===== config.mk =====
export PLATFORM = sky130hd
export DESIGN_NAME = seq_divider
export DESIGN_NICKNAME = d
export VERILOG_FILES = /design/src/rtl/seq_divider.sv
export SDC_FILE = /design/constraint.sdc
export NUM_CORES = 1
export LEC_CHECK = 0
export ABC_AREA = 1
export BUFFER_PORTS_ARGS = -buffer_cell sky130_fd_sc_hd__buf_2
export CORE_ASPECT_RATIO = 2
export CORE_UTILIZATION = 59
export CTS_CLUSTER_SIZE = 14
export DETAILED_ROUTE_END_ITERATION = 8
export HOLD_SLACK_MARGIN = 0.02
export PLACE_DENSITY = 0.88
export SYNTH_ARGS = -nofsm -noshare
export SYNTH_HDL_FRONTEND = slang
export SYNTH_SLANG_ARGS = --single-unit

===== constraint.sdc =====
create_clock -name clk -period 1.91 [get_ports clk]
set_input_delay 0.382 -clock clk [delete_from_list [all_inputs] [get_ports clk]]
set_output_delay 0.382 -clock clk [all_outputs]
set_load 0.02 [all_outputs]

===== src/rtl/seq_divider.sv =====
// seq_divider: multi-cycle restoring radix-2 integer divider.
// Signed or unsigned per operation, divide-by-zero reporting,
// valid/ready handshakes on both the operand and the result side.
module seq_divider #(
    parameter int N         = 8,
    parameter int SIGNED_EN = 1
) (
    input  logic         clk,
    input  logic         rst_n,
    input  logic         in_valid,
    output logic         in_ready,
    input  logic [N-1:0] a,
    input  logic [N-1:0] b,
    input  logic         signed_mode,
    output logic         out_valid,
    input  logic         out_ready,
    output logic [N-1:0] quotient,
    output logic [N-1:0] remainder,
    output logic         div_by_zero,
    output logic         busy
);
    localparam int CW = $clog2(N);

    typedef enum logic [2:0] {
        S_IDLE, S_PREP, S_DIVIDE, S_FIXUP, S_ZERO, S_DONE
    } state_t;

    state_t r_state, w_next;

    // captured operands
    logic [N-1:0]  r_a, r_b;
    logic          r_sm;
    // working datapath
    logic [N-1:0]  r_rem;      // partial remainder
    logic [N-1:0]  r_dvd;      // dividend shifting out, quotient shifting in
    logic [N-1:0]  r_dsr;      // |b|
    logic          r_sign_q, r_sign_r;
    logic [CW-1:0] r_cnt;
    // result registers
    logic [N-1:0]  r_quot, r_remo;
    logic          r_dbz, r_ovalid;

    logic          w_accept, w_xfer, w_sm_in;
    logic          w_sa, w_sb;
    logic [N-1:0]  w_mag_a, w_mag_b;
    logic [N:0]    w_shift;
    logic          w_ge;
    logic [N-1:0]  w_diff;

    assign w_accept = in_valid & in_ready;
    assign w_xfer   = r_ovalid & out_ready;
    assign w_sm_in  = (SIGNED_EN != 0) & signed_mode;

    // Operand signs only matter in signed mode; the most negative value
    // negates to itself, which is the correct unsigned magnitude.
    assign w_sa    = r_sm & r_a[N-1];
    assign w_sb    = r_sm & r_b[N-1];
    assign w_mag_a = w_sa ? -r_a : r_a;
    assign w_mag_b = w_sb ? -r_b : r_b;

    // Trial subtract on the N+1-bit shifted remainder. When it succeeds the
    // difference is below |b| and therefore fits in N bits.
    assign w_shift = {r_rem, r_dvd[N-1]};
    assign w_ge    = (w_shift >= {1'b0, r_dsr});
    assign w_diff  = w_shift[N-1:0] - r_dsr;

    // State register
    always_ff @(posedge clk) begin
        if (!rst_n) r_state <= S_IDLE;
        else        r_state <= w_next;
    end

    // Next-state logic
    always_comb begin
        w_next = r_state;
        case (r_state)
            S_IDLE:   if (w_accept) w_next = (b == '0) ? S_ZERO : S_PREP;
            S_PREP:   w_next = S_DIVIDE;
            S_DIVIDE: if (r_cnt == '0) w_next = S_FIXUP;
            S_FIXUP:  w_next = S_DONE;
            S_ZERO:   w_next = S_DONE;
            S_DONE:   if (w_xfer) w_next = S_IDLE;
            default:  w_next = S_IDLE;
        endcase
    end

    // State-decoded outputs
    always_comb begin
        in_ready = (r_state == S_IDLE);
        busy     = (r_state != S_IDLE);
    end

    // Datapath and result registers, sequenced by the current state
    always_ff @(posedge clk) begin
        if (!rst_n) begin
            r_a      <= '0;
            r_b      <= '0;
            r_sm     <= 1'b0;
            r_rem    <= '0;
            r_dvd    <= '0;
            r_dsr    <= '0;
            r_sign_q <= 1'b0;
            r_sign_r <= 1'b0;
            r_cnt    <= '0;
            r_quot   <= '0;
            r_remo   <= '0;
            r_dbz    <= 1'b0;
            r_ovalid <= 1'b0;
        end else begin
            case (r_state)
                S_IDLE: begin
                    if (w_accept) begin
                        r_a  <= a;
                        r_b  <= b;
                        r_sm <= w_sm_in;
                    end
                end
                S_PREP: begin
                    r_dvd    <= w_mag_a;
                    r_dsr    <= w_mag_b;
                    r_sign_q <= w_sa ^ w_sb;
                    r_sign_r <= w_sa;
                    r_rem    <= '0;
                    r_cnt    <= CW'(N - 1);
                end
                S_DIVIDE: begin
                    r_rem <= w_ge ? w_diff : w_shift[N-1:0];
                    r_dvd <= {r_dvd[N-2:0], w_ge};
                    r_cnt <= r_cnt - 1'b1;
                end
                S_FIXUP: begin
                    r_quot   <= r_sign_q ? -r_dvd : r_dvd;
                    r_remo   <= r_sign_r ? -r_rem : r_rem;
                    r_ovalid <= 1'b1;
                end
                S_ZERO: begin
                    r_quot   <= '1;
                    r_remo   <= r_a;
                    r_dbz    <= 1'b1;
                    r_ovalid <= 1'b1;
                end
                S_DONE: begin
                    // quotient/remainder deliberately keep their last values
                    if (w_xfer) begin
                        r_ovalid <= 1'b0;
                        r_dbz    <= 1'b0;
                    end
                end
                default: ;
            endcase
        end
    end

    assign out_valid   = r_ovalid;
    assign quotient    = r_quot;
    assign remainder   = r_remo;
    assign div_by_zero = r_dbz;

endmodule


==> metrics.md <==
| Metric | Value |
|---|---|
| Final GP Congestion | `1.01` |
| Fin crit period | `between 1.5 and 2 ns` |
| Clk Latency, worst-skew pair | `0.34 ns` |
| Gate Count Post-Synth | `532` |
| Max-Cap Viols | `0` |
| Total Routing Usage GR | `33.7%` |
| Count of cell types in the netlist | `40` |
| Hold_buf cts | `0` |
| Footprint of the multi-input gates | `just over 2000 µm²` |
| Register area | `1350 µm²` |
| Delay of the slowest critical-path stage | `0.37 ns` |
| FF-to-FF setup slack | `0.07 ns` |
| CP Data Arrival Time | `2.09 ns` |
| Final Hold Fails | `0` |
| Crit path capture | `r_rem[7]$_SDFFE_PN0P_` |
| Avg Inst Size Synth | `between 7 and 8 µm²` |
| Die footprint | `6680 µm²` |
| Fin nets | `613` |
| Final ANT Viol Nets | `0` |
| #FFs+latches synth | `67` |
| Slew @ Worst Pin | `0.628 ns` |
| First-pass GRT wire length | `16.8 mm` |
| Hold Crit Class | `primary input to flop` |
| Pin count of the biggest net entering global routing | `36` |
| Die W | `58.3 µm` |
| Initial Util | `61.8%` |
| R2R depth | `9` |
| R2r startpoint | `r_dvd[7]$_SDFFE_PN0P_` |
| Crit path capture type | `flop` |
| Top cells by area, synth | `dfxtp_1 (36%), nand2_1 (10%), inv_1 (7.2%)` |
| Layout area overhead | `17.3%` |
| Critical-path cell list | `inv_2 -> ha_1 -> nand2_1 -> nor2_2 -> nand3_2 -> and2_4 -> nand3_1 -> nand3_1 -> a21oi_1` |
| CP Launch Point | `r_dvd[7]$_SDFFE_PN0P_` |
| Top cell by count, worst path | `nand3_1` |
| DR vias | `3845` |
| Leading area contributor after synthesis | `dfxtp_1` |
| Antenna cells | `0` |
| Port buffer count | `40` |
| Yosys Warn Count | `0` |
| Ys flop type | `dfxtp_1` |
| I/O pin count | `41` |
| Root buf cell | `clkbuf_16` |
| Post-route DRC violation count | `0` |
| Synth top cells by count | `nand2_1 (100), inv_1 (72), dfxtp_1 (67)` |
| CTS tree | `done` |
| Layout cells sized above 1 | `between 10% and 20%` |
| Sequential share of the synthesized area | `between 30 and 40%` |
| CP max-delay cell | `dfxtp_1` |
| Required @ worst endpoint | `2.16 ns` |
| Critical R2R Capture | `r_rem[7]$_SDFFE_PN0P_` |
| Fillers | `495` |
| Longest Clk Path Bufs | `2` |
| Post-synth ARST share | `0%` |
| Core footprint | `6060 µm²` |
| Fmax | `543 MHz` |
| Drt first pass iters | `5` |
| Crit-path max FO | `8` |
| Final critical-path share of the clock period | `96.4%` |
| Gr ovfl total | `0` |
| Initial DRC Count | `288` |
| Vias in the first global route | `3666` |
| Final setup violation count | `0` |
| CP startpoint kind | `flop` |
| Setup TNS | `0 ns` |
| Hold_ws | `0.310 ns` |
| Wire per inst | `15.8 µm` |
| Core Rows | `40` |
| Critical path type | `flop to flop` |
| CTS sink count | `67` |
| Via density | `about 5.8` |
| Dpl hpwl | `7.87 mm` |
| Relative max-transition margin | `58.1%` |
| Cts bufs inserted | `9` |
| Synth Cell Area | `around 3700 µm²` |
| H-tree depth | `3` |
| Final Max Tran Viols | `0` |
| Total Wirelength | `approximately 11 mm` |
| Clock-pin slew on the worst setup and hold paths | `0.06 ns` |
| Initial antenna violation count | `0` |
| Post-synth top area share | `35.8%` |
| Most common cell in the netlist | `nand2_1` |
| Die height | `about 110 µm` |
| EDFF count, synth | `0` |
| Mapped Nets | `about 570` |
| Status | `finished clean` |
| Layout Skew | `a little under 0.008 ns` |
-- routing by layer --
metal	global-route usage (%)	vias up	wire length (µm)
li1	-	1861	-
met1	33.4	1742	3660
met2	59.3	193	5460
met3	7.80	49	738
met4	24.0	0	696
met5	0	-	0
-- state kept, by name, summed over array words and instances (netlist names), 3 cells and up --
name and cells:
r_state 3, remainder 8, r_dvd 8, quotient 8, r_a 8, r_dsr 8
r_rem 8, r_b 8, r_cnt 3
-- worst max-delay path, delay by kind of cell, from the launching register on --
kind                     cells  cell delay, ns
AND/OR/NAND/NOR              6            0.80
flip-flops                   1            0.37
adder cells (fa/ha/maj)      1            0.35
AO/OA/AOI/OAI                1            0.15
buffers and inverters        1            0.07
-- placed cells by master, fill, tap and decap left out, types with 2 or more instances in the layout --
| master | netlist | layout |
|---|---|---|
| o221ai_1 | 4 | 4 |
| clkbuf_16 | 0 | 9 |
| nand4_1 | 4 | 4 |
| inv_4 | 3 | 3 |
| a31oi_1 | 14 | 14 |
| nor2_1 | 36 | 35 |
| inv_1 | 72 | 70 |
| a221oi_1 | 3 | 3 |
| nand3_2 | 2 | 2 |
| dfxtp_1 | 67 | 64 |
| nor2_4 | 4 | 4 |
| ha_1 | 14 | 12 |
| o22ai_1 | 3 | 3 |
| nand3_1 | 47 | 46 |
| a21oi_2 | 0 | 3 |
| a211oi_2 | 3 | 3 |
| a21oi_1 | 52 | 49 |
| o21ai_0 | 44 | 44 |
| nor3_2 | 2 | 2 |
| clkbuf_1 | 8 | 4 |
| buf_4 | 1 | 12 |
| nand2_4 | 4 | 4 |
| o221a_2 | 2 | 2 |
| a211oi_1 | 2 | 2 |
| xnor2_1 | 2 | 2 |
| buf_2 | 4 | 40 |
| xor2_1 | 5 | 5 |
| nand2_1 | 100 | 99 |
| inv_2 | 4 | 6 |
| nor3_1 | 5 | 5 |
| nand3b_1 | 2 | 2 |
| o21ai_1 | 7 | 7 |
| dfxtp_2 | 0 | 3 |
| nand2_2 | 1 | 2 |
-- stage by stage --
| stage | area [µm²] | util, % | cells | setup slack [ns] |
|---|---|---|---|---|
| 6_report | 4390 | 72.5 | 666 | 0.0692 |
| 4_1_cts | 4330 | 71.4 | 665 | 0.00806 |
| 3_3_place_gp | 4030 | 66.5 | 649 | -0.0307 |
| 2_1_floorplan | 3740 | - | 532 | 0.295 |
| 3_5_place_dp | 4030 | 66.5 | 649 | -0.0321 |
| 5_1_grt | 4390 | 72.5 | 666 | -0.0352 |
-- cell type report --
class	count	share of cell area (%)
clock buffers	14	5.79
flip-flops and latches	67	30.7
repair buffers	52	6.62
clock inverters	2	0.798
well taps	84	2.40
inverters	80	7.01
multi-input cells	367	46.7
-- worst min path at each step --
stage	endpoint	from	slack, ns	cells after the start
after floorplan	r_dsr[7]$_SDFFE_PN0P_	r_dsr[7]$_SDFFE_PN0P_	0.44	2
after CTS	r_a[3]$_SDFFE_PN0P_	a[3]	0.31	3
after global placement	r_dsr[7]$_SDFFE_PN0P_	r_dsr[7]$_SDFFE_PN0P_	0.45	2
after global routing	r_a[1]$_SDFFE_PN0P_	a[1]	0.33	3
after detailed placement	r_dvd[1]$_SDFFE_PN0P_	r_dvd[1]$_SDFFE_PN0P_	0.48	2
final	r_a[3]$_SDFFE_PN0P_	a[3]	0.31	3
-- kinds of logic after synthesis --
family                     synth area share (%)
xor gates and xnor gates                   1.64
DFF                                        35.8
buffers and inverters                      10.9
and+or+nand+nor                            26.1
adders and majority gates                  5.22
AOI/OAI and AO/OA                          20.3
-- repair_timing --
action                                  in CTS  in global routing
setup buffers                                0                  1
pin swaps                                    1                  2
endpoints found under the setup margin       2                  9
cloned                                       0                  0
resized for setup                            3                 15
Power is left out: the tool's default activity adds up to more than one toggle a clock period on the data nets, which glitch-free logic cannot reach.
